[src/rtl/core_mem_pkg.sv]
// Types and constants shared by the core memory port logic.
package core_mem_pkg;

  localparam int MEM_AW = 32;
  localparam int MEM_DW = 32;

  localparam logic [3:0] BE_ALL = 4'hF;

  typedef enum logic {
    SRC_INSTR = 1'b0,
    SRC_DATA  = 1'b1
  } mem_src_e;

endpackage

[src/rtl/mem_id_fifo.sv]
// In-order FIFO of requester IDs, one entry per granted, still-unanswered
// memory transaction. Pointers wrap modulo DEPTH.
module mem_id_fifo #(
  parameter  int DEPTH = 2,
  localparam int CW    = $clog2(DEPTH + 1)
) (
  input  logic          clk,
  input  logic          rst,
  input  logic          push,
  input  logic          din,
  input  logic          pop,
  output logic          head,
  output logic          full,
  output logic          empty,
  output logic [CW-1:0] count
);

  localparam int PW = (DEPTH > 1) ? $clog2(DEPTH) : 1;

  logic [PW-1:0] wr_ptr;
  logic [PW-1:0] rd_ptr;
  logic          ids [DEPTH];
  logic          do_push;
  logic          do_pop;

  assign do_push = push & ~full;
  assign do_pop  = pop & ~empty;

  assign head  = ids[rd_ptr];
  assign full  = (count == CW'(DEPTH));
  assign empty = (count == '0);

  // Entry storage and write pointer.
  always_ff @(posedge clk or posedge rst) begin
    if (rst) begin
      wr_ptr <= '0;
      for (int i = 0; i < DEPTH; i++) begin
        ids[i] <= 1'b0;
      end
    end else if (do_push) begin
      ids[wr_ptr] <= din;
      wr_ptr      <= (wr_ptr == PW'(DEPTH - 1)) ? '0 : wr_ptr + 1'b1;
    end
  end

  // Read pointer advances on each accepted pop.
  always_ff @(posedge clk or posedge rst) begin
    if (rst) begin
      rd_ptr <= '0;
    end else if (do_pop) begin
      rd_ptr <= (rd_ptr == PW'(DEPTH - 1)) ? '0 : rd_ptr + 1'b1;
    end
  end

  // Occupancy; a simultaneous push and pop leaves it unchanged.
  always_ff @(posedge clk or posedge rst) begin
    if (rst) begin
      count <= '0;
    end else begin
      case ({do_push, do_pop})
        2'b10:   count <= count + 1'b1;
        2'b01:   count <= count - 1'b1;
        default: count <= count;
      endcase
    end
  end

endmodule

[src/rtl/mem_port_arbiter.sv]
// Shares one memory port between the fetch (instr) and load/store (data)
// masters. Data normally wins; after STARVE_LIMIT consecutive data grants
// with a waiting fetch, fetch wins once. A stalled address phase is locked
// to its source until granted. Responses are routed in order via an ID FIFO.
module mem_port_arbiter
  import core_mem_pkg::*;
#(
  parameter int MAX_OUTSTANDING = 2,
  parameter int STARVE_LIMIT    = 4
) (
  input  logic              clk,
  input  logic              rst,

  input  logic              instr_req_i,
  input  logic [MEM_AW-1:0] instr_addr_i,
  output logic              instr_gnt_o,
  output logic              instr_rvalid_o,
  output logic [MEM_DW-1:0] instr_rdata_o,
  output logic              instr_err_o,

  input  logic              data_req_i,
  input  logic              data_we_i,
  input  logic [3:0]        data_be_i,
  input  logic [MEM_AW-1:0] data_addr_i,
  input  logic [MEM_DW-1:0] data_wdata_i,
  output logic              data_gnt_o,
  output logic              data_rvalid_o,
  output logic [MEM_DW-1:0] data_rdata_o,
  output logic              data_err_o,

  output logic              mem_req_o,
  output logic              mem_we_o,
  output logic [3:0]        mem_be_o,
  output logic [MEM_AW-1:0] mem_addr_o,
  output logic [MEM_DW-1:0] mem_wdata_o,
  input  logic              mem_gnt_i,
  input  logic              mem_rvalid_i,
  input  logic [MEM_DW-1:0] mem_rdata_i,
  input  logic              mem_err_i,

  output logic              busy_o,
  output logic              proto_err_o
);

  localparam int SW = $clog2(STARVE_LIMIT + 1);
  localparam int CW = $clog2(MAX_OUTSTANDING + 1);

  logic          lock_q;
  mem_src_e      lock_src_q;
  logic [SW-1:0] streak_q;

  mem_src_e      sel_src;
  logic          sel_data;
  logic          sel_req;
  logic          grant;

  logic          fifo_pop;
  logic          fifo_head;
  logic          fifo_full;
  logic          fifo_empty;
  logic [CW-1:0] fifo_count;

  // Source select: a locked address phase keeps its source; otherwise data
  // wins unless fetch has been starved for STARVE_LIMIT data grants.
  always_comb begin
    sel_src = SRC_INSTR;
    if (lock_q) begin
      sel_src = lock_src_q;
    end else if (data_req_i && !((streak_q == SW'(STARVE_LIMIT)) && instr_req_i)) begin
      sel_src = SRC_DATA;
    end
  end

  assign sel_data = (sel_src == SRC_DATA);
  assign sel_req  = sel_data ? data_req_i : instr_req_i;

  // The full check uses the registered count, so a pop in the same cycle
  // never frees a slot for a grant until the next cycle.
  assign mem_req_o   = sel_req & ~fifo_full;
  assign grant       = mem_req_o & mem_gnt_i;

  assign mem_we_o    = sel_data ? data_we_i    : 1'b0;
  assign mem_be_o    = sel_data ? data_be_i    : BE_ALL;
  assign mem_addr_o  = sel_data ? data_addr_i  : instr_addr_i;
  assign mem_wdata_o = sel_data ? data_wdata_i : '0;

  assign instr_gnt_o = grant & ~sel_data;
  assign data_gnt_o  = grant &  sel_data;

  // Hold the selected source while its request waits for a grant.
  always_ff @(posedge clk or posedge rst) begin
    if (rst) begin
      lock_q     <= 1'b0;
      lock_src_q <= SRC_INSTR;
    end else if (grant) begin
      lock_q     <= 1'b0;
    end else if (mem_req_o) begin
      lock_q     <= 1'b1;
      lock_src_q <= sel_src;
    end
  end

  // Consecutive data grants while fetch waits, saturating at the limit.
  always_ff @(posedge clk or posedge rst) begin
    if (rst) begin
      streak_q <= '0;
    end else if (instr_gnt_o || !instr_req_i) begin
      streak_q <= '0;
    end else if (data_gnt_o && (streak_q != SW'(STARVE_LIMIT))) begin
      streak_q <= streak_q + 1'b1;
    end
  end

  assign fifo_pop = mem_rvalid_i & ~fifo_empty;

  mem_id_fifo #(
    .DEPTH (MAX_OUTSTANDING)
  ) u_id_fifo (
    .clk   (clk),
    .rst   (rst),
    .push  (grant),
    .din   (sel_data),
    .pop   (fifo_pop),
    .head  (fifo_head),
    .full  (fifo_full),
    .empty (fifo_empty),
    .count (fifo_count)
  );

  assign instr_rvalid_o = fifo_pop & (mem_src_e'(fifo_head) == SRC_INSTR);
  assign data_rvalid_o  = fifo_pop & (mem_src_e'(fifo_head) == SRC_DATA);
  assign instr_rdata_o  = mem_rdata_i;
  assign data_rdata_o   = mem_rdata_i;
  assign instr_err_o    = mem_err_i;
  assign data_err_o     = mem_err_i;

  assign busy_o = (fifo_count != '0);

  // Flag a response that arrives with nothing outstanding.
  always_ff @(posedge clk or posedge rst) begin
    if (rst) begin
      proto_err_o <= 1'b0;
    end else begin
      proto_err_o <= mem_rvalid_i & fifo_empty;
    end
  end

  // A locked master must keep requesting until its grant.
  a_lock_hold: assert property (@(posedge clk) disable iff (rst) lock_q |-> sel_req);

endmodule
[config.mk]
export PLATFORM = sky130hd
export DESIGN_NAME = mem_port_arbiter
export DESIGN_NICKNAME = d
export VERILOG_FILES = /design/src/rtl/core_mem_pkg.sv /design/src/rtl/mem_id_fifo.sv /design/src/rtl/mem_port_arbiter.sv
export SDC_FILE = /design/constraint.sdc
export NUM_CORES = 1
export LEC_CHECK = 0
export BUFFER_PORTS_ARGS = -buffer_cell sky130_fd_sc_hd__buf_2
export CORE_AREA = 2 2 110 112
export DETAILED_ROUTE_END_ITERATION = 10
export DIE_AREA = 0 0 112 114
export GPL_ROUTABILITY_DRIVEN = 0
export GPL_TIMING_DRIVEN = 0
export PLACE_DENSITY = 0.61
export SYNTH_ARGS = -nofsm -noshare
export SYNTH_HDL_FRONTEND = slang
export SYNTH_HIERARCHICAL = 1
export SYNTH_SLANG_ARGS = --single-unit
export TNS_END_PERCENT = 100
[constraint.sdc]
create_clock -name clk -period 6 [get_ports clk]
set_clock_uncertainty 0.1 [all_clocks]
set_input_delay 0 -clock clk [delete_from_list [all_inputs] [get_ports clk]]
set_output_delay 0 -clock clk [all_outputs]
set_load 0.05 [all_outputs]
==> run metrics <==
switching share of power=60.52%; largest cells by area after synthesis=buf_4, mux2_4, dfrtp_1; Clock Power Share=7.4%; met2 usage=a little under a fifth; maximum vdd drop=about 300 uV; max cap viols=0; class of the worst hold path=in -> reg; share of the synthesized area in the top cell type=24.77%; leak pwr=2.106 nW; Site Rows=40; Worst Setup SP=streak_q[0]; final antenna-violating net count=0; leading cell types by count after synthesis=buf_4, and2_1, mux2_4; largest net degree at the start of global routing=12; Tightest Pin Transition=392.0 ps; CTS H-tree depth=1; Crit Path Max Fanout=11; PostCTS Resize Cnt=0; DRC viols=0; Tmin final=2376 ps; post-route setup TNS=0 ps; Post-synth ARST share=100.0%; drt wl/cell=10.96 um; clock sink count=12; RSZ-0062 raised after global routing=no; met3 global-route usage=1.966%; most frequent cell after synthesis=buf_4; Post-synth top flop=dfrtp_1; share of layout cells above drive strength 1=between 70% and 80%; CP required=5900 ps; Routed WL=6807 um; Die ar.=about 13000 um2; Final Slew Violations=0; crit start category=flop; Place WS=3792 ps; # diodes=0; via count=2352; Synth Area per Inst=between 9 and 10 um2; port buffer count=247; detailed placer's ending HPWL=between 6000 and 7000 um; final hold viol count=0; initial antenna violation count=0; Final WS setup=~3600 ps; Yosys reg bits=12; combinational share of power=84.5%; total congestion overflow=0; WS Path Type=reg -> out; yosys warns=6; Setup Fix Bufs, Post-CTS=0; first drt pass iteration count=4; Syn-to-layout area delta=76.28%; global-route wire length before repair=9922 um; Initial Util=17.34%; Int Pwr=a little over 0.0007 W; Nets=618; routed vias/inst=3.787; worst reg2reg path startpoint=u_id_fifo/count[0]; CTS tree=yes; Power per Cell Area=504.2 nW/um2; sequential share of the synthesized area=between 10% and 20%; Highest Clock Rate=0.4209 GHz; largest area contributor in the netlist=buf_4; IO Pins=between 200 and 300; cell area after synthesis=roughly 2000 um2; clk buf depth=2; Reg-to-Reg End=u_id_fifo/count[1]; total CTS buffers=3; outcome=finished, final reports clean; Reg power frac=just over 8%; Core ar.=~12000 um2; CTS root buffer=clkbuf_16; Tcrit/Tclk final=approximately two fifths; Die H=114 um; Rel. slew slack=73.12%; R2R cell count=8; clock slew at reported path FFs=40 ps; vias in the first global route=2219; Die X=112 um; 1st-iter DRT viols=43; worst hold margin=about 23 ps; Net Count, Synth=362; Post-synth EDFFs=0; GR Util met1=9.532%; Critical path destination=mem_wdata_o[21]; cell count after synthesis=between 200 and 250; global routing's busiest layer=met2; worst skew pair latency=between 200 and 250 ps; count of different cell masters after synthesis=42; Final Setup Violations=0; reg2reg setup slack=3800 ps; CP Capture Type=output port; Critical Path AT=2280 ps; GRT Util Overall=9.164%; Sw Pwr=0.001092 W
[metal layers]
metal,routed length [um],up-vias
met5,0,-
met4,15,0
met3,737,2
met2,3762,150
met1,2291,1035
li1,-,1165
[cell usage in the layout, fill, tap and decap left out, types with 2 or more instances in the layout]
cell and n:
inv_1 7, ha_1 3, a21oi_1 2, nor3_1 4, buf_4 67, clkbuf_16 3, or3_2 4, mux2_1 2
nor2b_1 4, nand3_1 3, dfrtp_1 12, and2_1 35, nand2_1 5, mux2_4 28, xnor2_1 3, buf_2 248
dlygate4sd3_1 4, mux2_2 5, buf_12 3, nor2_1 4, clkbuf_2 2, nand2b_1 2, xor2_1 2
[final cells by class]
type                       instances  area [um2]
tap                              147       183.9
inverter                           8       30.03
multi-input combinational        124        1107
sequential                        12       300.3
timing repair buffer             251        1276
fill                            1239        8132
buffer                            75       593.1
clock buffer                       4       88.84
[worst min path at each step]
stage | start | endpoint | slack [ps] | cells past startpoint
after floorplan | rst | lock_q | -310 | 1
after global placement | rst | u_id_fifo/ids[0] | -170 | 2
after detailed placement | rst | u_id_fifo/ids[0] | -170 | 2
after CTS | data_req_i | streak_q[1] | 30 | 3
after global routing | data_req_i | streak_q[1] | 40 | 3
final | data_req_i | streak_q[1] | 20 | 3
[critical path: stages, from the launching register on]
cell and delay, ps:
dfrtp_1 360, inv_1 70, ha_1 230, and4b_4 210, or2_1 230, buf_6 160, inv_2 140, buf_2 210
and2_1 150, buf_2 270
[stage by stage]
stage | instance area (um2) | util, % | cells | power (W)
6_report | 3580 | 30.57 | 621 | 0.001805
5_1_grt | 3580 | 30.57 | 621 | 0.001898
4_1_cts | 3580 | 30.57 | 621 | 0.001826
3_5_place_dp | 3451 | 29.47 | 613 | 0.001680
3_3_place_gp | 3451 | 29.47 | 613 | 0.001666
2_1_floorplan | 2031 | - | 219 | 0.001387
[flip-flops by register name (all words and copies together) (netlist names)]
| name | count |
|---|---|
| lock_q | 1 |
| lock_src_q | 1 |
| proto_err_o | 1 |
| streak_q | 3 |
| u_id_fifo/count | 2 |
| u_id_fifo/ids | 2 |
| u_id_fifo/rd_ptr | 1 |
| u_id_fifo/wr_ptr | 1 |
[what timing repair did]
| action | CTS | global route |
|---|---|---|
| setup endpoints to repair | 0 | 0 |
| hold endpoints to repair | 17 | 0 |
| hold buffers | 4 | 0 |
[kinds of logic (layout without fill, tap and decap cells)]
| kind of cell | after synthesis | in the layout | synth area share (%) |
|---|---|---|---|
| xor+xnor | 5 | 5 | 2.157 |
| compound gates | 9 | 9 | 3.821 |
| flops | 12 | 12 | 14.79 |
| mux | 36 | 36 | 25.08 |
| simple gates | 71 | 71 | 21.63 |
| fa+ha+maj | 3 | 3 | 1.849 |
| buf+inv | 83 | 338 | 30.68 |
[power groups by stage]
stage / combinational [W] / clock [W] / sequential (W)
6_report: 0.00152 / 0.000134 / 0.000146
4_1_cts: 0.00154 / 0.000137 / 0.000146
3_5_place_dp: 0.00153 / 0 / 0.000148
3_3_place_gp: 0.00152 / 0 / 0.000145
2_1_floorplan: 0.00124 / 0 / 0.000145
5_1_grt: 0.00160 / 0.000141 / 0.000152
Power figures use the tool's default switching activity.
